==> src/rtl/mem_pkg.sv <==
// Shared definitions for the load/store path: funct3 encodings, response codes
// and the controller state encoding.
package mem_pkg;

  localparam logic [2:0] Funct3B  = 3'b000;
  localparam logic [2:0] Funct3H  = 3'b001;
  localparam logic [2:0] Funct3W  = 3'b010;
  localparam logic [2:0] Funct3Bu = 3'b100;
  localparam logic [2:0] Funct3Hu = 3'b101;

  typedef enum logic [1:0] {
    ErrNone     = 2'b00,
    ErrMisalign = 2'b01,
    ErrRange    = 2'b10,
    ErrIllegal  = 2'b11
  } resp_err_e;

  typedef enum logic [1:0] {
    StIdle   = 2'b00,
    StAccess = 2'b01,
    StResp   = 2'b10
  } lsu_state_e;

endpackage

==> src/rtl/lsu_align.sv <==
// Byte-lane steering for the LSU: merges store data into a read word and
// extracts/extends sub-word load values.
module lsu_align
  import mem_pkg::*;
(
  input  logic [31:0] rword,
  input  logic [31:0] wdata,
  input  logic [1:0]  off,
  input  logic [2:0]  funct3,
  output logic [31:0] store_word,
  output logic [31:0] load_word
);

  logic [7:0]  byte_sel;
  logic [15:0] half_sel;

  always_comb begin
    byte_sel   = rword[{off, 3'b000} +: 8];
    half_sel   = off[1] ? rword[31:16] : rword[15:0];
    store_word = rword;
    load_word  = rword;
    // funct3[2] selects zero-extension; funct3[1:0] is the access size
    case (funct3[1:0])
      2'b00: begin
        store_word[{off, 3'b000} +: 8] = wdata[7:0];
        load_word = funct3[2] ? {24'b0, byte_sel} : {{24{byte_sel[7]}}, byte_sel};
      end
      2'b01: begin
        if (off[1]) begin
          store_word[31:16] = wdata[15:0];
        end else begin
          store_word[15:0] = wdata[15:0];
        end
        load_word = funct3[2] ? {16'b0, half_sel} : {{16{half_sel[15]}}, half_sel};
      end
      default: begin
        store_word = wdata;
        load_word  = rword;
      end
    endcase
  end

endmodule

==> src/rtl/lsu_ctrl.sv <==
// Single-outstanding load/store controller: classifies requests, performs sub-word
// stores as read-modify-write and returns extended load data.
module lsu_ctrl
  import mem_pkg::*;
#(
  parameter int unsigned ADDRW = 6
) (
  input  logic        clk,
  input  logic        rst,
  input  logic        req_valid,
  output logic        req_ready,
  input  logic        req_we,
  input  logic [2:0]  req_funct3,
  input  logic [31:0] req_addr,
  input  logic [31:0] req_wdata,
  output logic        resp_valid,
  output logic [31:0] resp_rdata,
  output logic [1:0]  resp_err,
  output logic        mem_we,
  output logic [31:0] mem_addr,
  output logic [31:0] mem_din,
  input  logic [31:0] mem_dout
);

  lsu_state_e state_q, state_d;
  resp_err_e  err_q, err_d;
  logic        we_q;
  logic [2:0]  funct3_q;
  logic [31:0] addr_q;
  logic [31:0] wdata_q;
  logic [31:0] rword_q;
  logic        accept;
  logic        illegal, misalign, out_of_range;
  logic [31:0] store_word, load_word;

  // Request classification, priority illegal > misaligned > out of range
  always_comb begin
    if (req_we) begin
      illegal = !(req_funct3 inside {Funct3B, Funct3H, Funct3W});
    end else begin
      illegal = (req_funct3 == 3'b011) || (req_funct3[2:1] == 2'b11);
    end
    misalign     = ((req_funct3[1:0] == 2'b01) && req_addr[0]) ||
                   ((req_funct3[1:0] == 2'b10) && (req_addr[1:0] != 2'b00));
    out_of_range = (req_addr >> (ADDRW + 2)) != '0;
    if (illegal) begin
      err_d = ErrIllegal;
    end else if (misalign) begin
      err_d = ErrMisalign;
    end else if (out_of_range) begin
      err_d = ErrRange;
    end else begin
      err_d = ErrNone;
    end
  end

  assign accept = (state_q == StIdle) && req_valid && !rst;

  always_ff @(posedge clk) begin
    if (rst) begin
      state_q  <= StIdle;
      err_q    <= ErrNone;
      we_q     <= 1'b0;
      funct3_q <= 3'b000;
      addr_q   <= '0;
      wdata_q  <= '0;
      rword_q  <= '0;
    end else begin
      state_q <= state_d;
      if (accept) begin
        err_q    <= err_d;
        we_q     <= req_we;
        funct3_q <= req_funct3;
        addr_q   <= req_addr;
        wdata_q  <= req_wdata;
      end
      if (state_q == StAccess) begin
        rword_q <= mem_dout;
      end
    end
  end

  lsu_align u_align (
    .rword      (rword_q),
    .wdata      (wdata_q),
    .off        (addr_q[1:0]),
    .funct3     (funct3_q),
    .store_word (store_word),
    .load_word  (load_word)
  );

  always_comb begin
    state_d    = state_q;
    req_ready  = 1'b0;
    resp_valid = 1'b0;
    resp_rdata = '0;
    resp_err   = ErrNone;
    mem_we     = 1'b0;
    mem_addr   = '0;
    mem_din    = '0;
    unique case (state_q)
      StIdle: begin
        req_ready = 1'b1;
        if (req_valid) begin
          state_d = (err_d != ErrNone) ? StResp : StAccess;
        end
      end
      StAccess: begin
        mem_addr = {addr_q[31:2], 2'b00};
        state_d  = StResp;
      end
      StResp: begin
        mem_addr   = {addr_q[31:2], 2'b00};
        resp_valid = 1'b1;
        resp_err   = err_q;
        state_d    = StIdle;
        if (err_q == ErrNone) begin
          if (we_q) begin
            mem_we  = 1'b1;
            mem_din = store_word;
          end else begin
            resp_rdata = load_word;
          end
        end
      end
      default: state_d = StIdle;
    endcase
    // Reset kills any in-flight store or response in the same cycle
    if (rst) begin
      req_ready  = 1'b0;
      resp_valid = 1'b0;
      resp_rdata = '0;
      resp_err   = ErrNone;
      mem_we     = 1'b0;
      mem_addr   = '0;
      mem_din    = '0;
    end
  end

endmodule

==> config.mk <==
export PLATFORM = sky130hd
export DESIGN_NAME = lsu_ctrl
export DESIGN_NICKNAME = d
export VERILOG_FILES = /design/src/rtl/mem_pkg.sv /design/src/rtl/lsu_align.sv /design/src/rtl/lsu_ctrl.sv
export SDC_FILE = /design/constraint.sdc
export NUM_CORES = 1
export LEC_CHECK = 0
export ABC_AREA = 1
export CAP_MARGIN = 20
export CORE_MARGIN = 2
export CORE_UTILIZATION = 32
export CTS_CLUSTER_DIAMETER = 40
export DETAILED_ROUTE_END_ITERATION = 16
export PLACE_DENSITY = 0.63
export SKIP_CTS_REPAIR_TIMING = 1
export SKIP_LAST_GASP = 1
export SYNTH_ARGS = -nofsm -noshare
export SYNTH_HDL_FRONTEND = slang
export SYNTH_HIERARCHICAL = 1
export SYNTH_SLANG_ARGS = --single-unit
==> constraint.sdc <==
create_clock -name clk -period 5.4 [get_ports clk]
set_input_delay 0.81 -clock clk [delete_from_list [all_inputs] [get_ports clk]]
set_output_delay 0.81 -clock clk [all_outputs]
set_load 0.005 [all_outputs]
==> metrics.txt <==
Reg area=2080 µm²; share of layout cells above drive strength 1=0.0401; Avg Cell Area, Syn=5.87 µm²; CTS buffer count=9; Relative slew margins=0.329; top cells by area, synth=dfxtp_1 (33%), nand2_1 (23%), nor2_1 (12%); CTS Sinks=104; # rows=51; WL final=22000 µm; post-synthesis sequential area ratio=0.326; Nets=1353; initial antenna violation count=1; WL per Instance=14.6 µm; drc violations=0; cell accounting for the most synthesized area=dfxtp_1; crit-path most repeated cell=clkdlybuf4s50_1; H-tree levels=3; Final Util=0.447; largest net degree at the start of global routing=97; worst min path class=register to register; initial drt markers=517; Fin. Hold Viols=0; routability cong.=0.906; clock latency on the worst-skew pair=350 ps; total power=1.98 mW; # setup viols final=0; Fin Setup TNS=0 ps; peak supply drop=161 µV; count of buffers from port buffering=201; Lkg Pwr=3.59 nW; initial core utilization=0.327; antenna cells=0; hold wc startpoint=wdata_q[19]$_SDFFE_PP0P_; fmax=0.233 GHz; Critical R2R Launch=state_q[0]$_SDFFE_PP0P_; Max clock buf depth=2; via count=7171; commonest non-fill, non-tap cell in the layout=nand2_1; DR pass1 iterations=5; Crit-path slowest cell=clkdlybuf4s50_1; delay of the slowest cell on the worst path=560 ps; global-route wire length before repair=34500 µm; worst path arrival time=3480 ps; Period minus WS final=4290 ps; IO Count=204; WS Path Type=primary input to output pin; DP Wirelength=16200 µm; RR Endpoint=err_q[1]$_SDFFE_PP0P_; DR vias/cell=4.74; pwr dens=227 nW/µm²; Area growth, synth to finish=36.7%; multi-input logic area=3640 µm²; Final Cycle Share=0.794; max-cap violation count=0; status=complete, no violations; Worst EP required=4590 ps; Die W=145 µm; Hold Path Cell Cnt=2; CTS tree=yes; Worst Max-Slew Pin Slew=1000 ps; skew final=7.81 ps; hold path endpoint=wdata_q[19]$_SDFFE_PP0P_; Die H=145 µm; worst path cell trace=clkdlybuf4s50_1 > inv_2 > nand2_2 > inv_1 > nand2_1 > nor2_1 > clkdlybuf4s50_1; crit-path max FO=32; GR Overflow Total=0; Slew Viols, Final=0; core area=19500 µm²; reg2reg setup slack=3170 ps; fillers=2175; crit end category=output pin; Synth warnings=6; full die area=21100 µm²; GRT Overall Usage=0.202; vias in the first global route=6520; Synth Register Bits=104; antenna-violating nets left=0; Root Driver=clkbuf_16; Cell Area, Synth=6380 µm²; Yosys cell types=32; FF-to-FF path depth=8; Cells after Synth=1087; clk slew on worst S/H paths=70 ps; RSZ-0062 raised after global routing=no; crit path launch type=primary input; Yosys top cell area share=0.326; most frequent cells in the layout=nand2_1 (394), nor2_1 (211), clkdlybuf4s50_1 (201)
logic make-up after synthesis:
logic type / count (synthesis) / synth area share
and+or+nand+nor: 731 / 0.468
buffers and inverters: 140 / 0.103
DFF: 104 / 0.326
AOI/OAI and AO/OA: 103 / 0.0867
adders and majority gates: 8 / 0.0157
other: 1 / 0.000588
layout make-up:
class	count	share of cell area
Inverter	77	0.0337
Tap cell	265	0.0380
Timing Repair Buffer	206	0.238
Multi-Input combinational cell	844	0.418
Clock buffer	10	0.0263
Clock inverter	6	0.00732
Sequential cell	104	0.239
per-layer routing:
metal / routed length (µm) / track usage
met5: 13 / 0
met4: 465 / 0.0564
met3: 2010 / 0.0629
met2: 9780 / 0.320
met1: 9750 / 0.266
how the worst max path moves through the flow:
| stage | startpoint | slack, ps | to |
|---|---|---|---|
| 6_report | rst | 1110 | resp_rdata[22] |
| 3_3_place_gp | rst | 1160 | resp_rdata[2] |
| 3_5_place_dp | rst | 1030 | resp_rdata[22] |
| 5_1_grt | rst | 790 | resp_rdata[18] |
| 2_1_floorplan | addr_q[1]$_SDFFE_PP0P_ | 2710 | mem_din[22] |
| 4_1_cts | rst | 1030 | resp_rdata[22] |
through the flow:
| step | hold WS [ps] | setup WS (ps) | instance area [µm²] | instances |
|---|---|---|---|---|
| floorplan | 443 | 2710 | 6380 | 1088 |
| global placement | 454 | 1160 | 8390 | 1494 |
| detailed placement | 460 | 1030 | 8390 | 1494 |
| CTS | 471 | 1030 | 8680 | 1510 |
| global route | 489 | 793 | 8720 | 1512 |
| finish | 468 | 1110 | 8720 | 1512 |
cells in the mapped netlist:
| cell type | number |
|---|---|
| o21ai_1 | 6 |
| nor2_4 | 5 |
| clkbuf_1 | 29 |
| buf_2 | 15 |
| nand2_2 | 5 |
| or2_2 | 6 |
| buf_1 | 1 |
| nor3_4 | 1 |
| inv_2 | 5 |
| and2_0 | 4 |
| a22oi_1 | 1 |
| and2_1 | 2 |
| o211ai_1 | 6 |
| nor2_2 | 1 |
| o21ai_2 | 2 |
| ha_1 | 8 |
| inv_1 | 68 |
| a21boi_0 | 1 |
| nand2_4 | 2 |
| a21oi_1 | 3 |
| nand3_1 | 99 |
| buf_6 | 10 |
| conb_1 | 1 |
| nand2_1 | 394 |
| inv_4 | 2 |
| buf_4 | 8 |
| o22ai_1 | 8 |
| o21ai_0 | 76 |
| dfxtp_1 | 104 |
| nor3_2 | 1 |
| clkinv_1 | 2 |
| nor2_1 | 211 |
registers in the layout, summed over array words and instances, names as in the netlist:
signal / count
addr_q: 32
err_q: 2
funct3_q: 3
rword_q: 32
state_q: 2
wdata_q: 32
we_q: 1
where the power goes:
part	switching (mW)	total, mW	internal, mW
sequential	0.0650	0.894	0.829
combinational	0.258	0.432	0.174
clock	0.325	0.651	0.326
total	0.648	1.98	1.33
critical path, delay by kind of cell:
family                 cells  cell delay [ps]
buffers and inverters      4             1640
and+or+nand+nor            3             1010
No activity file was read; power rests on OpenSTA's default activity.
